==> src/rtl/fetch_seq_if.sv <==
// fetch_seq_if: fetch-side bus bundle
// Groups the instruction-memory request/response channel, the decode
// handshake, the execute redirect and the halt flag.
// master: fetch_seq side, slave: memory/decode/execute side.
interface fetch_seq_if #(parameter int XLEN = 32);
    logic            imem_req_valid;
    logic            imem_req_ready;
    logic [XLEN-1:0] imem_req_addr;
    logic            imem_rsp_valid;
    logic [XLEN-1:0] imem_rsp_data;
    logic            id_valid;
    logic            id_ready;
    logic [XLEN-1:0] id_inst;
    logic [XLEN-1:0] id_pc;
    logic            redirect_valid;
    logic [XLEN-1:0] redirect_pc;
    logic            halt_o;

    modport master (
        output imem_req_valid, imem_req_addr, id_valid, id_inst, id_pc, halt_o,
        input  imem_req_ready, imem_rsp_valid, imem_rsp_data, id_ready, redirect_valid, redirect_pc
    );
    modport slave (
        input  imem_req_valid, imem_req_addr, id_valid, id_inst, id_pc, halt_o,
        output imem_req_ready, imem_rsp_valid, imem_rsp_data, id_ready, redirect_valid, redirect_pc
    );
endinterface

==> src/rtl/fetch_seq.sv <==
// fetch_seq: single-outstanding instruction fetch sequencer feeding decode
// Ports: clk, rst_n (async active-low), bus (fetch_seq_if.master):
//   imem_req_*  request channel, imem_rsp_* response, id_* decode handshake,
//   redirect_* control-flow change, halt_o halt flag.
// Optional: FETCH_EBREAK_HALT_EN adds a terminal HALT after an ebreak is consumed.
module fetch_seq #(
    parameter int              XLEN     = 32,
    parameter logic [XLEN-1:0] RESET_PC = 32'h8000_0000
) (
    input  logic        clk,
    input  logic        rst_n,
    fetch_seq_if.master bus
);
`ifdef FETCH_EBREAK_HALT_EN
    typedef enum logic [2:0] {IDLE, REQ, WAIT, HOLD, DROP, HALT} state_t;
`else
    typedef enum logic [2:0] {IDLE, REQ, WAIT, HOLD, DROP} state_t;
`endif

    state_t          state, nxt;
    logic [XLEN-1:0] pc_q, id_inst_q, id_pc_q;
    logic            id_valid_q, redir, cap, ack;

`ifdef FETCH_EBREAK_HALT_EN
    logic halt_q;
    // once halted, redirects no longer reach the fetch state
    assign redir = bus.redirect_valid && state != HALT;
`else
    assign redir = bus.redirect_valid;
`endif
    assign cap = state == WAIT && bus.imem_rsp_valid && !redir;
    assign ack = state == HOLD && bus.id_ready;

    assign bus.imem_req_valid = state == REQ;
    assign bus.imem_req_addr  = pc_q;
    assign bus.id_valid       = id_valid_q;
    assign bus.id_inst        = id_inst_q;
    assign bus.id_pc          = id_pc_q;

    // an accepted request under redirect still owes a response, hence DROP
    always_comb begin
        nxt = state;
        case (state)
            IDLE: nxt = REQ;
            REQ:  nxt = bus.imem_req_ready ? (redir ? DROP : WAIT) : REQ;
            WAIT: nxt = bus.imem_rsp_valid ? (redir ? REQ : HOLD) : (redir ? DROP : WAIT);
`ifdef FETCH_EBREAK_HALT_EN
            HOLD: nxt = redir ? REQ : !bus.id_ready ? HOLD : halt_q ? HALT : REQ;
`else
            HOLD: nxt = (redir || bus.id_ready) ? REQ : HOLD;
`endif
            DROP: nxt = bus.imem_rsp_valid ? REQ : DROP;
            default: nxt = state;
        endcase
    end

    always_ff @(posedge clk or negedge rst_n) begin
        if (!rst_n) begin
            state      <= IDLE;
            pc_q       <= RESET_PC;
            id_valid_q <= 1'b0;
            id_inst_q  <= '0;
            id_pc_q    <= '0;
        end else begin
            state <= nxt;
            if (redir)
                pc_q <= bus.redirect_pc & ~XLEN'(3);
            else if (cap)
                pc_q <= pc_q + XLEN'(4);
            if (redir || ack)
                id_valid_q <= 1'b0;
            else if (cap)
                id_valid_q <= 1'b1;
            if (cap) begin
                id_inst_q <= bus.imem_rsp_data;
                id_pc_q   <= pc_q;
            end
        end
    end

`ifdef FETCH_EBREAK_HALT_EN
    // raised with id_valid for a captured ebreak; a redirect in HOLD discards it
    always_ff @(posedge clk or negedge rst_n) begin
        if (!rst_n)
            halt_q <= 1'b0;
        else if (cap)
            halt_q <= bus.imem_rsp_data == XLEN'(32'h0010_0073);
        else if (redir)
            halt_q <= 1'b0;
    end
    assign bus.halt_o = halt_q;
`else
    assign bus.halt_o = 1'b0;
`endif
endmodule

==> src/flat_wrapper.sv <==
// flat-port wrapper written by rule: the top's interface ports become plain ports
module fetch_seq_flat 
#(
    parameter int              XLEN     = 32,
    parameter logic [XLEN-1:0] RESET_PC = 32'h8000_0000
)
  (clk, rst_n, bus_imem_req_valid, bus_imem_req_addr, bus_id_valid, bus_id_inst, bus_id_pc, bus_halt_o, bus_imem_req_ready, bus_imem_rsp_valid, bus_imem_rsp_data, bus_id_ready, bus_redirect_valid, bus_redirect_pc);
  fetch_seq_if #(.XLEN(XLEN)) bus_i ();
  input  logic clk;
  input  logic rst_n;
  output wire logic [$bits(bus_i.imem_req_valid)-1:0] bus_imem_req_valid;
  output wire logic [$bits(bus_i.imem_req_addr)-1:0] bus_imem_req_addr;
  output wire logic [$bits(bus_i.id_valid)-1:0] bus_id_valid;
  output wire logic [$bits(bus_i.id_inst)-1:0] bus_id_inst;
  output wire logic [$bits(bus_i.id_pc)-1:0] bus_id_pc;
  output wire logic [$bits(bus_i.halt_o)-1:0] bus_halt_o;
  input wire logic [$bits(bus_i.imem_req_ready)-1:0] bus_imem_req_ready;
  input wire logic [$bits(bus_i.imem_rsp_valid)-1:0] bus_imem_rsp_valid;
  input wire logic [$bits(bus_i.imem_rsp_data)-1:0] bus_imem_rsp_data;
  input wire logic [$bits(bus_i.id_ready)-1:0] bus_id_ready;
  input wire logic [$bits(bus_i.redirect_valid)-1:0] bus_redirect_valid;
  input wire logic [$bits(bus_i.redirect_pc)-1:0] bus_redirect_pc;
  assign bus_imem_req_valid = bus_i.imem_req_valid;
  assign bus_imem_req_addr = bus_i.imem_req_addr;
  assign bus_id_valid = bus_i.id_valid;
  assign bus_id_inst = bus_i.id_inst;
  assign bus_id_pc = bus_i.id_pc;
  assign bus_halt_o = bus_i.halt_o;
  assign bus_i.imem_req_ready = bus_imem_req_ready;
  assign bus_i.imem_rsp_valid = bus_imem_rsp_valid;
  assign bus_i.imem_rsp_data = bus_imem_rsp_data;
  assign bus_i.id_ready = bus_id_ready;
  assign bus_i.redirect_valid = bus_redirect_valid;
  assign bus_i.redirect_pc = bus_redirect_pc;
  fetch_seq #(.XLEN(XLEN), .RESET_PC(RESET_PC)) u_core (.clk(clk), .rst_n(rst_n), .bus(bus_i));
endmodule
==> config.mk <==
export PLATFORM = sky130hd
export DESIGN_NAME = fetch_seq_flat
export DESIGN_NICKNAME = d
export VERILOG_FILES = /design/src/rtl/fetch_seq_if.sv /design/src/rtl/fetch_seq.sv /design/src/flat_wrapper.sv
export SDC_FILE = /design/constraint.sdc
export NUM_CORES = 1
export LEC_CHECK = 0
export BUFFER_PORTS_ARGS = -buffer_cell sky130_fd_sc_hd__buf_2
export CAP_MARGIN = 40
export CORE_MARGIN = 1.5
export CORE_UTILIZATION = 25
export CTS_BUF_LIST = sky130_fd_sc_hd__clkbuf_8
export CTS_CLUSTER_DIAMETER = 100
export DETAILED_ROUTE_END_ITERATION = 10
export PLACE_DENSITY_LB_ADDON = 0.15
export SLEW_MARGIN = 20
export SYNTH_ARGS = -nofsm -noshare
export SYNTH_HDL_FRONTEND = slang
export SYNTH_SLANG_ARGS = --single-unit
==> constraint.sdc <==
create_clock -name clk -period 3.1 [get_ports clk]
set_clock_uncertainty 0.1 [all_clocks]
set_input_delay 0.155 -clock clk [delete_from_list [all_inputs] [get_ports clk]]
set_output_delay 0.155 -clock clk [all_outputs]
set_load 0.01 [all_outputs]
* Word level (Yosys, flattened, before mapping)
Cells that the tools add are included.
** Word-level totals
- Output and inout bits :: 99
- Register bits :: 100
- Logic and storage cells :: 31
- Input bits :: 70
** Operators by class
- Equality and inequality tests :: 4
- Reduce and logical (&&, ||, !) cells :: 10
- Mux-type cells :: 11
- Add/subtract/negate cells :: 1
** Operators by type and width (number)
- $mux W32 :: 2
- $add A32 B3 Y32 const B :: 1
- $pmux W3 S5 :: 1
- $mux W3 :: 4
- $eq A3 B2 Y1 const B :: 2
- $reduce_bool A5 Y1 :: 1
- $mux W2 :: 2
- $reduce_bool A2 Y1 :: 2
- $eq A3 B1 Y1 const B :: 1
- $eq A3 B3 Y1 const B :: 1
- $logic_and A1 B1 Y1 :: 3
- $logic_not A3 Y1 :: 1
- $logic_or A1 B1 Y1 :: 2
- $mux W1 :: 2
- $logic_not A1 Y1 :: 1

* Longest topological paths before layout
- Depth after elaboration :: 5
- Depth in mapped cells :: 7
- Depth with buffers taken out :: 5

* Worst setup path before layout
OpenSTA, ideal clock, no wires.
- Path kind :: register -> register
- Start :: reg u_core.state[2]
- End :: reg u_core.pc_q[21] (netlist: u_core.bus.imem_req_addr[21])
- Period minus slack after synthesis :: 2.276 ns
- Arrival time :: 2.094 ns
- Required time :: 2.918 ns
- Setup time :: 0.082 ns
- Setup slack :: 0.824 ns
- Cell stages (with the launch flop) :: 7
- Path buffers :: 2
- Cells stage by stage :: dfrtp_1 nand4bb_1 buf_6 or4_4 buf_6 or4_1 a31oi_1
** Between the ends
- Word-level cells in the longest chain between the ends :: 4
** RTL lines
- from (decl) :: line fetch_seq.sv:20 : state_t state, nxt;
- from (signal assigned) :: line fetch_seq.sv:65 : state <= nxt;
- $eq A3 B2 Y1 :: line fetch_seq.sv:31 : assign cap = state == WAIT && bus.imem_rsp_valid && !redir;
- $logic_and A1 B1 Y1 (2 in series) :: line fetch_seq.sv:31
- $reduce_bool A2 Y1 (no line)
- to (signal assigned) :: line fetch_seq.sv:67 : pc_q <= bus.redirect_pc & ~XLEN'(3);
- to (signal assigned) :: line fetch_seq.sv:69 : pc_q <= pc_q + XLEN'(4);
- to (decl) :: line fetch_seq.sv:21 : logic [XLEN-1:0] pc_q, id_inst_q, id_pc_q;
No other way between the ends.
A chain may end at the register's enable or synchronous reset.

* Worst setup path after layout
- Start :: reg u_core.state[2]
- End :: reg u_core.pc_q[28] (netlist: u_core.bus.imem_req_addr[28])
The elaborated chain is that of the path after synthesis.

==> metrics.md <==
| Metric | Value |
|---|---|
| Outcome | `finished clean` |
| Warnings, synthesis | `0` |
| Maximum buffer depth of the clock tree | `2` |
| Die ar. | `17900 sq um` |
| Final min period | `2.62 ns` |
| Top cell type's share of synthesized area | `0.556` |
| Die height | `134 um` |
| Class of the tightest hold or removal check | `in -> reg` |
| RSZ-0062 raised after global routing | `no` |
| Rel. slew slack | `0.513` |
| Share of layout cells above drive strength 1 | `0.422` |
| Sequential share of power | `0.520` |
| Kind of start point of the critical path | `register` |
| Count of final setup violators | `0` |
| Cell taking the most area after synthesis | `dfrtp_1` |
| NetSw | `751 uW` |
| CP required | `3.30 ns` |
| Power per cell area | `446 nW/um^2` |
| Num CTS Buffers | `9` |
| Drt pass-1 iters | `4` |
| Tightest Pin Transition | `0.721 ns` |
| Clk_lat worst skew | `0.38 ns` |
| Cells along the critical path | `nand4bb_1 > or4_1 > or4_1 > a31oi_1` |
| Largest net degree at the start of global routing | `52` |
| Drt wl/cell | `14.5 um` |
| Syn avg cell area | `11.7 sq um` |
| Critical Path Most Common Cell | `or4_1` |
| Ys flop type | `dfrtp_1` |
| WL final | `11.8 mm` |
| IO Port Bufs | `161` |
| Final HPWL DP | `8.32 mm` |
| Max-Cap Viols | `0` |
| Clock slew at reported path FFs | `0.10 ns` |
| Ys async rst share | `1.00` |
| Crit end category | `register` |
| Initial Util | `0.257` |
| P&R area growth vs syn | `44.2%` |
| CTS Sinks | `96` |
| Critical path buffers and inverters | `0` |
| Final nets | `659` |
| Sw Ratio | `0.273` |
| Final worst-path cycle share | `0.845` |
| Combinational power share | `0.145` |
| First-pass GRT wire length | `19.1 mm` |
| Netlist cell types | `32` |
| Leak | `0.00302 uW` |
| Fill cells | `1681` |
| CTS tree | `yes` |
| Die width | `134 um` |
| Initial antenna violation count | `0` |
| Total Routing Usage GR | `0.136` |
| CP max FO | `18` |
| Top-Level Pins | `169` |
| Power Internal | `2000 uW` |
| Sum Neg Setup Slack | `0 ns` |
| Final worst setup slack | `0.481 ns` |
| Delay-heaviest family, CP | `simple AND/OR/NAND/NOR gates` |
| Seq/Total Area, Yosys | `0.563` |
| DRC violations left | `0` |
| Number of vias per cell | `4.46` |
| H-tree depth | `3` |
| CP max-delay cell | `or4_1` |
| Post-synth EDFFs | `0` |
| Worst slack, placed | `0.479 ns` |
| Worst VDD drop | `184 uV` |
| Num rows | `47` |
| N_diodes | `0` |
| DR vias | `3628` |
| Commonest non-fill, non-tap cell in the layout | `buf_2` |
| Largest cells by area after synthesis | `dfrtp_1, mux2_2, o21ai_0` |
| CTS root buffer | `clkbuf_8` |
| Min Hold Slack | `0.0441 ns` |
| Vias in the first global route | `3724` |
| Max Slew Vio Count | `0` |
| Grt total ovfl | `0` |
| Cells after Synth | `366` |
| Post_cts resized | `0` |
| Fmax | `0.382 GHz` |
| Core ar. | `16600 sq um` |
| FF+latch count, synth | `96` |
| Post-DRT Antenna Nets | `0` |
| CP Class | `reg -> reg` |
| Critical Path AT | `2.82 ns` |
| Commonest cells after routing, fill and taps aside | `buf_2, dfrtp_1, dlygate4sd3_1` |
| CP peak stage delay | `0.88 ns` |
| First DRT Iteration DRCs | `60` |
| Final Wtd Congestion | `0.717` |
| Clk network pwr share | `0.334` |
| Mapped Area | `4270 sq um` |
| Final Hold Fails | `0` |
==> path summary, 6_finish.rpt <==
check	startpoint	end	slack, ns	depth (start not counted)
max	u_core.state[2]$_DFFE_PN0P_	u_core.bus.imem_req_addr[28]$_DFFE_PN0P_	0.48	4
min	bus_imem_rsp_valid	u_core.state[2]$_DFFE_PN0P_	0.04	4
max reg2reg	u_core.state[2]$_DFFE_PN0P_	u_core.bus.imem_req_addr[28]$_DFFE_PN0P_	0.48	4
min reg2reg	u_core.bus.id_inst[3]$_DFFE_PN0P_	u_core.bus.id_inst[3]$_DFFE_PN0P_	0.41	1
max in group asynchronous	rst_n	u_core.bus.id_inst[1]$_DFFE_PN0P_	1.84	3
min in group asynchronous	rst_n	u_core.bus.imem_req_addr[23]$_DFFE_PN0P_	0.24	2
==> what timing repair did <==
action,in CTS,in global routing
buffers inserted,0,0
endpoints found under the hold margin,112,0
hold buffers,64,0
==> power groups by stage <==
stage	registers (uW)	clock network, uW	logic (uW)
finish	1430	919	400
global route	1450	1020	448
CTS	1430	969	409
detailed placement	1460	0	345
global placement	1450	0	339
floorplan	1470	0	134
==> layout make-up <==
| cell class | count | area [sq um] | area share |
|---|---|---|---|
| Clock buffer | 9 | 124 | 0.0201 |
| Clock inverter | 7 | 95.1 | 0.0154 |
| Inverter | 9 | 33.8 | 0.00548 |
| Multi-Input combinational cell | 241 | 1730 | 0.282 |
| Sequential cell | 96 | 2400 | 0.390 |
| Tap cell | 220 | 275 | 0.0447 |
| Timing Repair Buffer | 231 | 1490 | 0.243 |
==> cells by family after synthesis <==
group,count (synthesis),synth area share
multiplexers,64,0.168
AO/OA/AOI/OAI,57,0.0785
XOR/XNOR,11,0.0225
other,1,0.000878
AND/OR/NAND/NOR,103,0.127
flip-flops,96,0.563
adder cells (fa/ha/maj),1,0.00293
buffers and inverters,33,0.0369
==> state kept, by name, summed over array words and instances, names as in the netlist <==
register	cells
u_core.state	3
u_core.bus.id_inst	32
u_core.bus.imem_req_addr	30
u_core.bus.id_pc	30
u_core.bus.id_valid	1
==> metal layers <==
| layer | wire (um) | vias to the layer above | track usage | share of wire |
|---|---|---|---|---|
| met5 | 0 | - | 0 | 0 |
| met4 | 235 | 0 | 0.0586 | 0.020 |
| met3 | 580 | 14 | 0.0304 | 0.049 |
| met2 | 5800 | 110 | 0.225 | 0.49 |
| met1 | 5180 | 1741 | 0.172 | 0.44 |
| li1 | - | 1763 | - | - |
==> per-stage QoR <==
step | power [uW] | cell area (sq um) | std cells | utilization
after floorplan | 1600 | 4290 | 370 | -
after global placement | 1790 | 5300 | 733 | 0.318
after detailed placement | 1800 | 5300 | 733 | 0.318
after CTS | 2810 | 6160 | 813 | 0.370
after global routing | 2920 | 6160 | 813 | 0.370
final | 2750 | 6160 | 813 | 0.370
==> synth_stat cells, types with 2 or more instances <==
| master | number |
|---|---|
| a21oi_1 | 3 |
| a31oi_1 | 19 |
| buf_4 | 5 |
| buf_6 | 2 |
| clkbuf_1 | 17 |
| dfrtp_1 | 95 |
| inv_1 | 9 |
| mux2_2 | 63 |
| nand2_1 | 25 |
| nand3_1 | 10 |
| nand4_1 | 7 |
| nor2_1 | 22 |
| nor3_1 | 4 |
| nor4_1 | 4 |
| o21ai_0 | 25 |
| o31ai_1 | 9 |
| or3_1 | 10 |
| or4_1 | 14 |
| xnor2_1 | 10 |
==> tightest hold or removal path: stages <==
cell     delay (ns)
buf_2          0.13
inv_1          0.06
nand2_1        0.07
nand3_1        0.07
No activity file was read; power rests on OpenSTA's default activity.
